### src/rtl/uart_fifo_if.sv
// ============================================================================
//  Module      : uart_fifo_if
//  Description : Push/pop and status bundle for the show-ahead byte FIFO.
//  Revision    : 1.0 - initial release
// ============================================================================
`default_nettype none

interface uart_fifo_if #(
    parameter int B = 8,
    parameter int W = 4
);
    logic         wr;
    logic [B-1:0] w_data;
    logic         rd;
    logic [B-1:0] r_data;
    logic         empty;
    logic         full;
    logic [W:0]   count;
    logic         overflow;
    logic         underflow;
    logic         clr_err;

    modport master (
        output wr, w_data, rd, clr_err,
        input  r_data, empty, full, count, overflow, underflow
    );

    modport slave (
        input  wr, w_data, rd, clr_err,
        output r_data, empty, full, count, overflow, underflow
    );
endinterface

`default_nettype wire

### src/rtl/uart_fifo.sv
// ============================================================================
//  Module      : uart_fifo
//  Description : Synchronous show-ahead byte FIFO with sticky error flags.
//  Revision    : 1.0 - initial release
// ============================================================================
`default_nettype none

module uart_fifo #(
    parameter int B = 8,
    parameter int W = 4
) (
    input  wire logic   clk,
    input  wire logic   reset_n,
    uart_fifo_if.slave  bus
);
    localparam int unsigned c_depth = 2 ** W;

    logic [B-1:0] mem_q [c_depth];
    logic [W-1:0] wr_ptr_q, wr_ptr_d;
    logic [W-1:0] rd_ptr_q, rd_ptr_d;
    logic [W:0]   count_q, count_d;
    logic         empty_q, empty_d;
    logic         full_q, full_d;
    logic         ovf_q, ovf_d;
    logic         unf_q, unf_d;

    logic w_rd_ok;
    logic w_wr_ok;
    logic w_ovf_set;
    logic w_unf_set;

    // A pop on the same edge frees a slot, so a write into a full FIFO is legal with rd.
    assign w_rd_ok   = bus.rd & ~empty_q;
    assign w_wr_ok   = bus.wr & (~full_q | bus.rd);
    assign w_ovf_set = bus.wr & full_q & ~bus.rd;
    assign w_unf_set = bus.rd & empty_q;

    always_comb begin
        wr_ptr_d = wr_ptr_q;
        rd_ptr_d = rd_ptr_q;
        count_d  = count_q;
        empty_d  = empty_q;
        full_d   = full_q;
        if (w_wr_ok && !w_rd_ok) begin
            wr_ptr_d = wr_ptr_q + W'(1);
            count_d  = count_q + (W+1)'(1);
            empty_d  = 1'b0;
            full_d   = (count_q == (W+1)'(c_depth - 1));
        end else if (!w_wr_ok && w_rd_ok) begin
            rd_ptr_d = rd_ptr_q + W'(1);
            count_d  = count_q - (W+1)'(1);
            full_d   = 1'b0;
            empty_d  = (count_q == (W+1)'(1));
        end else if (w_wr_ok && w_rd_ok) begin
            wr_ptr_d = wr_ptr_q + W'(1);
            rd_ptr_d = rd_ptr_q + W'(1);
        end
        // A new error on the clearing edge wins over the clear.
        ovf_d = w_ovf_set | (ovf_q & ~bus.clr_err);
        unf_d = w_unf_set | (unf_q & ~bus.clr_err);
    end

    always_ff @(posedge clk or negedge reset_n) begin
        if (!reset_n) begin
            wr_ptr_q <= '0;
            rd_ptr_q <= '0;
            count_q  <= '0;
            empty_q  <= 1'b1;
            full_q   <= 1'b0;
            ovf_q    <= 1'b0;
            unf_q    <= 1'b0;
        end else begin
            wr_ptr_q <= wr_ptr_d;
            rd_ptr_q <= rd_ptr_d;
            count_q  <= count_d;
            empty_q  <= empty_d;
            full_q   <= full_d;
            ovf_q    <= ovf_d;
            unf_q    <= unf_d;
        end
    end

    always_ff @(posedge clk) begin
        if (w_wr_ok) begin
            mem_q[wr_ptr_q] <= bus.w_data;
        end
    end

    assign bus.r_data    = mem_q[rd_ptr_q];
    assign bus.empty     = empty_q;
    assign bus.full      = full_q;
    assign bus.count     = count_q;
    assign bus.overflow  = ovf_q;
    assign bus.underflow = unf_q;

endmodule

`default_nettype wire
### src/flat_wrapper.sv
// flat-port wrapper written by rule: the top's interface ports become plain ports
module uart_fifo_flat 
#(
    parameter int B = 8,
    parameter int W = 4
)
  (clk, reset_n, bus_wr, bus_w_data, bus_rd, bus_clr_err, bus_r_data, bus_empty, bus_full, bus_count, bus_overflow, bus_underflow);
  uart_fifo_if #(.B(B), .W(W)) bus_i ();
  input  wire logic clk;
  input  wire logic reset_n;
  input wire logic [$bits(bus_i.wr)-1:0] bus_wr;
  input wire logic [$bits(bus_i.w_data)-1:0] bus_w_data;
  input wire logic [$bits(bus_i.rd)-1:0] bus_rd;
  input wire logic [$bits(bus_i.clr_err)-1:0] bus_clr_err;
  output wire logic [$bits(bus_i.r_data)-1:0] bus_r_data;
  output wire logic [$bits(bus_i.empty)-1:0] bus_empty;
  output wire logic [$bits(bus_i.full)-1:0] bus_full;
  output wire logic [$bits(bus_i.count)-1:0] bus_count;
  output wire logic [$bits(bus_i.overflow)-1:0] bus_overflow;
  output wire logic [$bits(bus_i.underflow)-1:0] bus_underflow;
  assign bus_i.wr = bus_wr;
  assign bus_i.w_data = bus_w_data;
  assign bus_i.rd = bus_rd;
  assign bus_i.clr_err = bus_clr_err;
  assign bus_r_data = bus_i.r_data;
  assign bus_empty = bus_i.empty;
  assign bus_full = bus_i.full;
  assign bus_count = bus_i.count;
  assign bus_overflow = bus_i.overflow;
  assign bus_underflow = bus_i.underflow;
  uart_fifo #(.B(B), .W(W)) u_core (.clk(clk), .reset_n(reset_n), .bus(bus_i));
endmodule
### config.mk
export PLATFORM = sky130hd
export DESIGN_NAME = uart_fifo_flat
export DESIGN_NICKNAME = d
export VERILOG_FILES = /design/src/rtl/uart_fifo_if.sv /design/src/rtl/uart_fifo.sv /design/src/flat_wrapper.sv
export SDC_FILE = /design/constraint.sdc
export NUM_CORES = 1
export LEC_CHECK = 0
export BUFFER_PORTS_ARGS = -buffer_cell sky130_fd_sc_hd__buf_2
export CAP_MARGIN = 30
export CORE_ASPECT_RATIO = 1.75
export CORE_MARGIN = 3
export CORE_UTILIZATION = 30
export CTS_BUF_LIST = sky130_fd_sc_hd__clkbuf_2
export DETAILED_ROUTE_END_ITERATION = 12
export GPL_TIMING_DRIVEN = 0
export PLACE_DENSITY = 0.51
export SLEW_MARGIN = 20
export SYNTH_ARGS = -nofsm -noshare
export SYNTH_HDL_FRONTEND = slang
export SYNTH_SLANG_ARGS = --single-unit
### constraint.sdc
create_clock -name clk -period 2.4 [get_ports clk]
set_input_delay 0.12 -clock clk [delete_from_list [all_inputs] [get_ports clk]]
set_output_delay 0.12 -clock clk [all_outputs]
set_load 0.05 [all_outputs]
==> metrics.cfg, run 1 <==
[sta]
maxSlewHeadroom_pct = 44.4
setup_slack_ns = -0.239
min_period_ns = 2.64
fmax_mhz = 379
worstMarginPinSlew_ns = 0.830
finalHoldViolations = 0
skew_ns = 0.0481
fin_setup_tns_ns = -1.61
rsz0062_at_grt = true
setup_viol = 8
finalCritPeriodShare_pct = 110
slew_violations = 0

[final_layout]
final_area_mm2 = 0.00695
drive_gt1_share_pct = 32.2
nNetsFinal = 406
final_core_util_pct = 36.0
fillers = 1841
area_growth_pct = 17.0

[hold_path]
hold_path_depth = 3
hold_path_end = u_core.bus.underflow$_DFF_PN0_
hold_class = in2reg
min_from = bus_clr_err

[clock_tree]
clock_tree.root_cell = clkbuf_2
clock-sinks = 145
cts_tree = done
clk_pin_slew_worst_paths_ns = 0.23
cts_buffer_depth = 2
worstSkewPairLatency_ns = 0.70
htree_levels = 4
cts_buffers = 17

[power]
intPower_mw = 5.00
peakVddDrop_mv = 0.831
seqPwrFrac_pct = 40.3
power_frac_clock_pct = 15.3
p_per_area_mw_per_mm2 = 1170
power.static_leakage_nw = 2.42
swShare_pct = 38.5
switching_power_mw = 3.13
total_power_mw = 8.13
power_frac_comb_pct = 44.4

[floorplan]
num_rows = 67
die_w_um = 112
start_util_pct = 30.8
dieHeight_um = 192
core_region_area_mm2 = 0.0193
dieArea_mm2 = 0.0216
io_pins = 30

[yosys]
netlist.area_leader.share_pct = 64.7
synth_edf_count = 128
ys_async_sr_fraction_pct = 11.7
synthCells = 312
ys_seq_elements = 145
synth_flop_cell = edfxtp_1
seq_area_frac_synth_pct = 71.9
syn-mean-instance-area_um2 = 19.0
synth_top_cell_by_area = edfxtp_1
synthTopCellsByArea = edfxtp_1 65%, mux4_2 8.0%, dfrtp_1 6.7%, mux4_1 4.9%, ha_1 2.3%
synth_fp_nets = 336
syn-cell-area_mm2 = 0.00594
ys_types = 39
ys_warn_count = 0

[grt]
grt_pass1_wl_um = 19300
grt_start_max_net_pins = 17
gr-usage-all-layers_pct = 12.4
first_global_vias = 3287
antenna_found_initial = 1
globalRouteOverflowTotal = 0

[route]
vias = 2975
wirelength_um = 12600
wire_per_inst_um = 19.8
drt-initial-drc-count = 190
drc = 0
firstDrtPassIters = 4
antenna_left = 0
routed_via_density = 4.67

[critical_path]
cp_max_fo = 7
rr_startpoint = u_core.bus.empty$_DFFE_PN1P_
crit_path_start_kind = register
path_class = reg2out
required_ns = 2.28
rr_worst_depth = 7
cp.arrival_ns = 2.52
end_kind = output pin
rrSetupSlack_ns = 0.20
rr_endpoint = u_core.bus.count[4]$_DFFE_PN0P_

[flow_run]
maxCapViolCount = 0

[placed_design]
place_congestion = 0.723
dp_hpwl_um = 8310
io_buffer_count = 29
placed_cell_area_mm2 = 0.00638

[outcome]
status = finished, violations left
violations = negative setup slack

==> Yosys cell counts, drive strengths merged, types with 3 or more instances <==
| master | instances |
|---|---|
| buf | 8 |
| and2 | 13 |
| o21ai | 5 |
| a22oi | 16 |
| nor3 | 3 |
| dfrtp | 16 |
| edfxtp | 128 |
| inv | 15 |
| ha | 11 |
| nor2b | 4 |
| clkdlybuf4s25 | 3 |
| nor2 | 7 |
| nand2 | 17 |
| nand4 | 3 |
| mux4 | 32 |
| xor2 | 5 |
| xnor2 | 4 |
==> registers in the layout, summed over array words and instances, names as in the netlist <==
name	flops
u_core.bus.full	1
u_core.mem_q	128
u_core.wr_ptr_q	4
u_core.rd_ptr_q	4
u_core.bus.underflow	1
u_core.bus.overflow	1
u_core.bus.count	5
u_core.bus.empty	1
==> layout make-up <==
class                      count  area, um2  share of cell area (%)
clock buffer                  18       90.1                    1.30
inverter                      15       56.3                   0.811
buffer                        13        139                    2.00
multi-input combinational    139       1550                    22.4
antenna                        1       2.50                  0.0360
sequential                   145       4270                    61.5
tap                          241        302                    4.34
clock inverter                14        111                    1.60
timing repair buffer          51        422                    6.07
==> layout by cell type, fill, tap and decap left out, types with 4 or more instances in the layout <==
| cell type | n |
|---|---|
| edfxtp_1 | 128 |
| mux4_2 | 27 |
| buf_2 | 23 |
| clkbuf_2 | 19 |
| dfrtp_1 | 16 |
| inv_1 | 15 |
| nand2_1 | 15 |
| dlygate4sd3_1 | 15 |
| a22oi_2 | 14 |
| buf_6 | 13 |
| and2_1 | 13 |
| ha_1 | 11 |
| nor2_1 | 6 |
| mux4_1 | 5 |
| o21ai_0 | 5 |
| xor2_1 | 5 |
| inv_4 | 5 |
| buf_12 | 4 |
| buf_4 | 4 |
| nor2b_1 | 4 |
| xnor2_1 | 4 |
| clkinv_2 | 4 |
==> critical path, stage by stage (launching register included) <==
cell,delay [ns]
dfrtp_1,0.42
buf_6,0.16
buf_12,0.14
buf_12,0.10
mux4_2,0.49
a22oi_2,0.24
nand2_1,0.10
buf_6,0.16
==> through the flow <==
step | cells | hold slack, ns | setup slack (ns)
after floorplan | 312 | -0.176 | 0.141
after global placement | 582 | 0.0695 | 0.104
after detailed placement | 582 | 0.0724 | 0.112
after CTS | 634 | 0.0502 | -0.431
after global routing | 637 | 0.0755 | -0.450
final | 637 | 0.169 | -0.239
==> cells by family after synthesis <==
logic type	share of synthesized area, %
adders and majority gates	2.32
DFF	71.9
AOI/OAI and AO/OA	2.97
muxes	13.4
buffers and inverters	2.87
and+or+nand+nor	5.23
xor gates and xnor gates	1.33
==> worst max-delay path by stage <==
stage                                              start                              end  slack [ns]  cells after the start
after detailed placement  u_core.rd_ptr_q[1]$_DFFE_PN0P_                    bus_r_data[3]        0.11                      6
after global placement    u_core.rd_ptr_q[1]$_DFFE_PN0P_                    bus_r_data[3]        0.10                      6
after CTS                 u_core.rd_ptr_q[0]$_DFFE_PN0P_                    bus_r_data[1]       -0.43                      6
after global routing      u_core.rd_ptr_q[0]$_DFFE_PN0P_                    bus_r_data[6]       -0.45                      7
final                     u_core.rd_ptr_q[0]$_DFFE_PN0P_                    bus_r_data[6]       -0.24                      7
after floorplan              u_core.bus.full$_DFFE_PN0P_  u_core.bus.count[4]$_DFFE_PN0P_        0.14                      8
==> what timing repair did <==
item | CTS | global route
setup endpoints to repair | 8 | 8
buffers inserted | 5 | 2
resized for setup | 38 | 11
cloned | 0 | 0
pin swaps | 8 | 9
endpoints found under the hold margin | 159 | 0
hold buffers | 15 | 0
==> per-layer routing <==
metal	global-route usage, %	up-vias	share of wire (%)
li1	-	1376	-
met1	13.1	1539	38
met2	23.6	50	58
met3	2.90	10	2.4
met4	4.44	0	1.3
met5	0	-	0
==> power groups by stage <==
stage | clock [mW] | combinational, mW | sequential (mW)
global placement | 0 | 3.06 | 3.31
global route | 1.40 | 3.86 | 3.31
floorplan | 0 | 2.10 | 3.45
finish | 1.24 | 3.61 | 3.27
detailed placement | 0 | 3.10 | 3.33
CTS | 1.30 | 3.59 | 3.28
Power figures use the tool's default switching activity.
==> run 2, diff against run 1 <==
==> constraint.sdc (replaced) <==
create_clock -name clk -period 2.4 [get_ports clk]
set_input_delay 0.12 -clock clk [delete_from_list [all_inputs] [get_ports clk]]
set_output_delay 0.12 -clock clk [all_outputs]
set_load 0.1 [all_outputs]
==> run 2 against run 1 <==
The flow still finishes with violations (negative setup slack); critical endpoint is now bus_r_data[7]; highest routed layer unchanged; sequential power barely moved; die area did not move; core utilization rose by 0.47 points; first-iteration DRC count fell by 41%; clock power rose by 39%; worst setup slack improved by 0.033 ns; clock skew fell by 0.023 ns; sequential share of layout area fell by 0.77 points.
==> metrics.cfg, run 2 (synthesized netlist as in run 1, its figures left out) <==
[outcome]
status = finished, violations left
violations = negative setup slack

[critical_path]
worstPathCellList = buf_6 > buf_12 > mux4_2 > a22oi_2 > nand2_2 > buf_12
path_buf_inv = 3  ; -1
cp_max_fo = 10  ; +3
cp_top_family = multiplexers
crit_slowest_cell = mux4_2
end_kind = output pin
path_class = reg2out
crit_path_start_kind = register
slowest_delay_ns = 0.51  ; +0.02 ns
required_ns = 2.28  ; about the same
cp.arrival_ns = 2.49  ; -0.03 ns
path_depth = 6  ; -1
rr_worst_depth = 7  ; unchanged
crit_top_cell = buf_12

[power]
power_frac_comb_pct = 46.7  ; +2.3 points
switching_power_mw = 3.92  ; +25%
seqPwrFrac_pct = 35.0  ; -5.3 points
power.static_leakage_nw = 2.45  ; +1.1%
peakVddDrop_mv = 1.04  ; +25%
total_power_mw = 9.38  ; +15%
swShare_pct = 41.8  ; +3.4 points
p_per_area_mw_per_mm2 = 1330  ; +14%
intPower_mw = 5.46  ; +9.1%
power_frac_clock_pct = 18.3  ; +3.0 points

[route]
vias = 2994  ; +0.64%
antenna_left = 0  ; unchanged
wirelength_um = 12600  ; +0.33%
routed_via_density = 4.71  ; +0.96%
wire_per_inst_um = 19.9  ; +0.64%
drt-initial-drc-count = 113  ; -41%
firstDrtPassIters = 4  ; unchanged
drc = 0  ; unchanged

[sta]
maxSlewHeadroom_pct = 35.8  ; -8.6 points
finalCritPeriodShare_pct = 109  ; -1.4 points
fin_setup_tns_ns = -1.38  ; +0.229 ns
worstMarginPinSlew_ns = 0.959  ; +0.129 ns
min_period_ns = 2.61  ; -0.0326 ns
setup_slack_ns = -0.207  ; +0.0327 ns
skew_ns = 0.0250  ; -0.0231 ns
fmax_mhz = 384  ; +1.3%
setup_viol = 8  ; unchanged
slew_violations = 0  ; unchanged
finalHoldViolations = 0  ; unchanged
rsz0062_at_grt = true

[final_layout]
largest_reg_flops = 128  ; unchanged
instances_no_fill = 635  ; -0.31%
fillers = 1830  ; -0.60%
layout_commonest_cell = edfxtp_1
area_growth_pct = 18.5
nNetsFinal = 404  ; -0.49%
drive_gt1_share_pct = 31.6  ; -0.60 points
mostFrequentLayoutCells = 128 x edfxtp_1, 26 x mux4_2, 24 x buf_2
regMostFlops = u_core.mem_q

[grt]
grt_start_max_net_pins = 17  ; unchanged
grt_pass1_wl_um = 19500  ; +1.2%
globalRouteOverflowTotal = 0  ; unchanged
gr-usage-all-layers_pct = 12.5  ; +0.070 points
antenna_found_initial = 1  ; unchanged
first_global_vias = 3297  ; +0.30%

[clock_tree]
cts_buffer_depth = 2  ; unchanged
clk_pin_slew_worst_paths_ns = 0.19  ; -0.04 ns
cts_tree = done
clock-sinks = 145  ; unchanged
clock_tree.root_cell = clkbuf_2
worstSkewPairLatency_ns = 0.68  ; -0.02 ns
htree_levels = 4  ; unchanged
cts_buffers = 17  ; unchanged

[hold_path]
hold_class = in2reg
hold_path_depth = 3  ; unchanged

[flow_run]
maxCapViolCount = 0  ; unchanged

[placed_design]
place_congestion = 0.714  ; -1.4%
pre_cts_slack_ns = -0.0312  ; -0.143 ns
io_buffer_count = 29  ; unchanged
dp_hpwl_um = 8400  ; +1.0%
dp_cells = 582  ; unchanged

[floorplan]
start_util_pct = 30.8  ; unchanged
dieArea_mm2 = 0.0216  ; unchanged
num_rows = 67  ; unchanged
io_pins = 30  ; unchanged
dieHeight_um = 192  ; unchanged
core_region_area_mm2 = 0.0193  ; unchanged
die_w_um = 112  ; unchanged

[run 2: path summary, 6_finish.rpt]
| path | end | slack [ns] | startpoint |
|---|---|---|---|
| max | bus_r_data[7] | -0.21 | u_core.rd_ptr_q[0]$_DFFE_PN0P_ |
| min | u_core.bus.underflow$_DFF_PN0_ | 0.18 | bus_clr_err |
| max reg2reg | u_core.bus.count[4]$_DFFE_PN0P_ | 0.29 | u_core.bus.empty$_DFFE_PN1P_ |
| min reg2reg | u_core.bus.empty$_DFFE_PN1P_ | 0.52 | u_core.bus.empty$_DFFE_PN1P_ |
| max in group asynchronous | u_core.bus.full$_DFFE_PN0P_ | 0.76 | reset_n |
| min in group asynchronous | u_core.bus.empty$_DFFE_PN1P_ | 0.42 | reset_n |
[run 2: metal layers]
metal	share of wire [%]	track usage (%)	vias up
li1	-	-	1370
met1	38	12.8	1552
met2	58	24.3	55
met3	2.1	2.52	17
met4	2.2	4.91	0
met5	0	0	-
[run 2: what timing repair did]
action / CTS / global route
hold buffers: 15 / 0
setup buffers: 2 / 3
endpoints found under the hold margin: 155 / 0
pin swaps: 7 / 7
gates resized for setup: 40 / 11
setup endpoints to repair: 8 / 9
[run 2: worst register-to-register path: cells and delay by family (launching register included)]
kind,cells,cell delay [ns]
compound gates,2,0.25
fa+ha+maj,1,0.20
buf+inv,2,0.28
flops,1,0.43
simple gates,2,0.87
[run 2: layout make-up]
type / count / area [um2] / area share (%)
plain buffers: 13 / 134 / 1.90
inverters: 15 / 56.3 / 0.800
diodes: 1 / 2.50 / 0.0356
clock inverters: 15 / 229 / 3.25
multi-input cells: 139 / 1540 / 21.9
repair buffers: 49 / 412 / 5.85
clock buffers: 17 / 85.1 / 1.21
well taps: 241 / 302 / 4.29
flip-flops and latches: 145 / 4270 / 60.7
[run 2: power by group through the flow]
stage	registers, mW	clock network [mW]	logic, mW
4_1_cts	3.28	1.77	4.35
3_5_place_dp	3.33	0	3.84
5_1_grt	3.32	1.89	4.63
2_1_floorplan	3.63	0	2.67
3_3_place_gp	3.31	0	3.81
6_report	3.28	1.72	4.38
[run 2: through the flow]
stage	cell area, um2	hold slack, ns	util (%)
5_1_grt	7040	0.0927	36.5
6_report	7040	0.176	36.5
3_5_place_dp	6390	0.0739	33.1
3_3_place_gp	6390	0.0660	33.1
4_1_cts	7000	0.0976	36.3
2_1_floorplan	5940	-0.176	-
==> run 3, diff against run 2 <==
--- a/config.mk
+++ b/config.mk
@@ -8,7 +8,6 @@
 export BUFFER_PORTS_ARGS = -buffer_cell sky130_fd_sc_hd__buf_2
 export CAP_MARGIN = 30
 export CORE_ASPECT_RATIO = 1.75
-export CORE_MARGIN = 3
 export CORE_UTILIZATION = 30
 export CTS_BUF_LIST = sky130_fd_sc_hd__clkbuf_2
 export DETAILED_ROUTE_END_ITERATION = 12
==> run 3 against run 2 <==
The flow still finishes with violations (negative setup slack); clock skew rose by 0.012 ns; critical endpoint is now bus_r_data[2]; sequential power barely moved; worst hold slack worse by 0.0081 ns; global-route usage up 1.3 points.
==> metrics.cfg, run 3 (synthesized netlist as in run 1, its figures left out) <==
[outcome]
status = finished, violations left
violations = negative setup slack

[sta]
slew_violations = 0  ; unchanged
skew_ns = 0.0370  ; +0.0120 ns
min_period_ns = 2.70  ; +0.0933 ns
setup_slack_ns = -0.300  ; -0.0933 ns
rsz0062_at_grt = true
fmax_mhz = 370  ; -3.5%
finalCritPeriodShare_pct = 112  ; +3.9 points
finalHoldViolations = 0  ; unchanged
worstMarginPinSlew_ns = 0.834  ; -0.125 ns
setup_viol = 8  ; unchanged
maxSlewHeadroom_pct = 44.2  ; +8.3 points

[route]
vias = 2946  ; -1.6%
route.met2.wl_um = 7310  ; about the same
wl_met1_um = 4870  ; +1.7%
route.met3.wl_um = 340  ; +26%
firstDrtPassIters = 6  ; +2
wirelength_um = 12700  ; +0.77%
drc = 0  ; unchanged
routed_via_density = 4.65  ; -1.4%
antenna_left = 0  ; unchanged
wire_per_inst_um = 20.1  ; +0.93%
drt-initial-drc-count = 165  ; +46%
highest-signal-layer = met4

[grt]
grt_start_max_net_pins = 17  ; unchanged
first_global_vias = 3288  ; -0.27%
grt_pass1_wl_um = 19500  ; -0.14%
gr-usage-all-layers_pct = 13.7  ; +1.3 points
antenna_found_initial = 1  ; unchanged
globalRouteOverflowTotal = 0  ; unchanged

[final_layout]
drive_gt1_share_pct = 33.4  ; +1.9 points
fillers = 1831  ; +0.055%
multiInputGateArea_mm2 = 0.00155  ; +0.65%
regArea_mm2 = 0.00427  ; unchanged
largest_reg_flops = 128  ; unchanged
mostFrequentLayoutCells = 128 x edfxtp_1, 30 x mux4_2, 23 x buf_2
layout_commonest_cell = edfxtp_1
nNetsFinal = 403  ; -0.25%
regMostFlops = u_core.mem_q
area_growth_pct = 18.7
final_core_util_pct = 36.6  ; +0.065 points

[flow_run]
maxCapViolCount = 0  ; unchanged

[clock_tree]
clock_tree.root_cell = clkbuf_2
htree_levels = 4  ; unchanged
clk_pin_slew_worst_paths_ns = 0.21  ; +0.02 ns
clock-sinks = 145  ; unchanged
cts_tree = done
cts_buffer_depth = 2  ; unchanged
cts_buffers = 17  ; unchanged
worstSkewPairLatency_ns = 0.69  ; about the same

[critical_path]
rrSetupSlack_ns = 0.28  ; about the same
rr_worst_depth = 7  ; unchanged
rr_startpoint = u_core.bus.empty$_DFFE_PN1P_
crit_top_cell = buf_12
crit_path_start_kind = register
cp-startpoint = u_core.rd_ptr_q[0]$_DFFE_PN0P_
required_ns = 2.28  ; about the same
end_kind = output pin
endpoint = bus_r_data[2]
worstPathCellList = buf_6 > buf_12 > mux4_2 > a22oi_2 > nand2_2 > buf_12
rr_endpoint = u_core.bus.count[4]$_DFFE_PN0P_
slowest_delay_ns = 0.52  ; about the same
cp_max_fo = 7  ; -3
cp.arrival_ns = 2.58  ; +0.09 ns
crit_slowest_cell = mux4_2
path_class = reg2out

[placed_design]
dp_hpwl_um = 8640  ; +2.8%
pre_cts_slack_ns = -0.0864  ; -0.0551 ns
io_buffer_count = 29  ; unchanged
place_congestion = 0.685  ; -4.0%

[power]
p_per_area_mw_per_mm2 = 1340  ; +0.59%
peakVddDrop_mv = 0.997  ; -4.0%
power.static_leakage_nw = 2.43  ; -0.87%

[floorplan]
start_util_pct = 30.8  ; unchanged
die_w_um = 108  ; -3.6%
core_region_area_mm2 = 0.0193  ; unchanged
io_pins = 30  ; unchanged
dieHeight_um = 188  ; -2.1%
dieArea_mm2 = 0.0204  ; -5.6%
num_rows = 67  ; unchanged

[hold_path]
hold_class = in2reg

run 3: cell types whose count changed in the layout (fill, tap and decap cells not counted), moves of 3 or more:
cell,before,now
a22oi_1,6,2
a22oi_2,10,14
buf_12,4,11
buf_8,4,1
inv_6,4,0
mux4_1,6,2
mux4_2,26,30
run 3: report_power, final:
group          leakage [nW]  switching (mW)  internal, mW
logic                 0.914            2.89          1.77
registers              1.36           0.195          3.08
clock network         0.152           0.836         0.676
total                  2.43            3.92          5.53
run 3: metrics by stage:
| stage | hold WS, ns | total power, mW | cells | setup TNS [ns] | area, um2 |
|---|---|---|---|---|---|
| floorplan | -0.176 | 6.29 | 312 | 0 | 5940 |
| global placement | 0.0726 | 7.12 | 582 | -0.0764 | 6390 |
| detailed placement | 0.0793 | 7.18 | 582 | -0.0864 | 6390 |
| CTS | 0.0690 | 9.53 | 634 | -2.89 | 7030 |
| global route | 0.0755 | 9.88 | 634 | -3.25 | 7050 |
| finish | 0.168 | 9.45 | 634 | -1.85 | 7050 |
run 3: final cells by class:
class	instances	area share, %
diodes	1	0.0355
plain buffers	13	1.94
clock buffers	19	1.35
clock inverters	13	2.40
inverters	15	0.799
multi-input cells	139	22.0
flip-flops and latches	145	60.6
well taps	241	4.28
repair buffers	48	6.55
run 3: what timing repair did:
action / CTS / global route
gates cloned: 1 / 0
gates resized for setup: 57 / 12
pin swaps: 12 / 5
hold buffers: 15 / 0
setup endpoints to repair: 8 / 9
endpoints found under the hold margin: 155 / 0
buffers inserted: 4 / 0
run 3: metal layers:
layer	vias to the layer above	global-route usage, %
met5	-	0
met4	0	6.08
met3	7	3.23
met2	60	25.2
met1	1507	14.6
li1	1372	-
run 3: worst max-delay path, delay by kind of cell (launching register included):
family / cells / cell delay (ns)
AO/OA/AOI/OAI: 1 / 0.33
flip-flops: 1 / 0.42
buffers and inverters: 3 / 0.50
multiplexers: 1 / 0.52
AND/OR/NAND/NOR: 1 / 0.12
run 3: worst min-delay path by stage:
| stage | startpoint | to | slack [ns] | cells past startpoint |
|---|---|---|---|---|
| final | bus_clr_err | u_core.bus.underflow$_DFF_PN0_ | 0.17 | 3 |
| after global routing | bus_clr_err | u_core.bus.underflow$_DFF_PN0_ | 0.08 | 3 |
| after CTS | bus_clr_err | u_core.bus.underflow$_DFF_PN0_ | 0.07 | 3 |
| after detailed placement | reset_n | u_core.bus.underflow$_DFF_PN0_ | 0.08 | 1 |
| after global placement | reset_n | u_core.bus.underflow$_DFF_PN0_ | 0.07 | 1 |
| after floorplan | reset_n | u_core.bus.count[0]$_DFFE_PN0P_ | -0.18 | 0 |
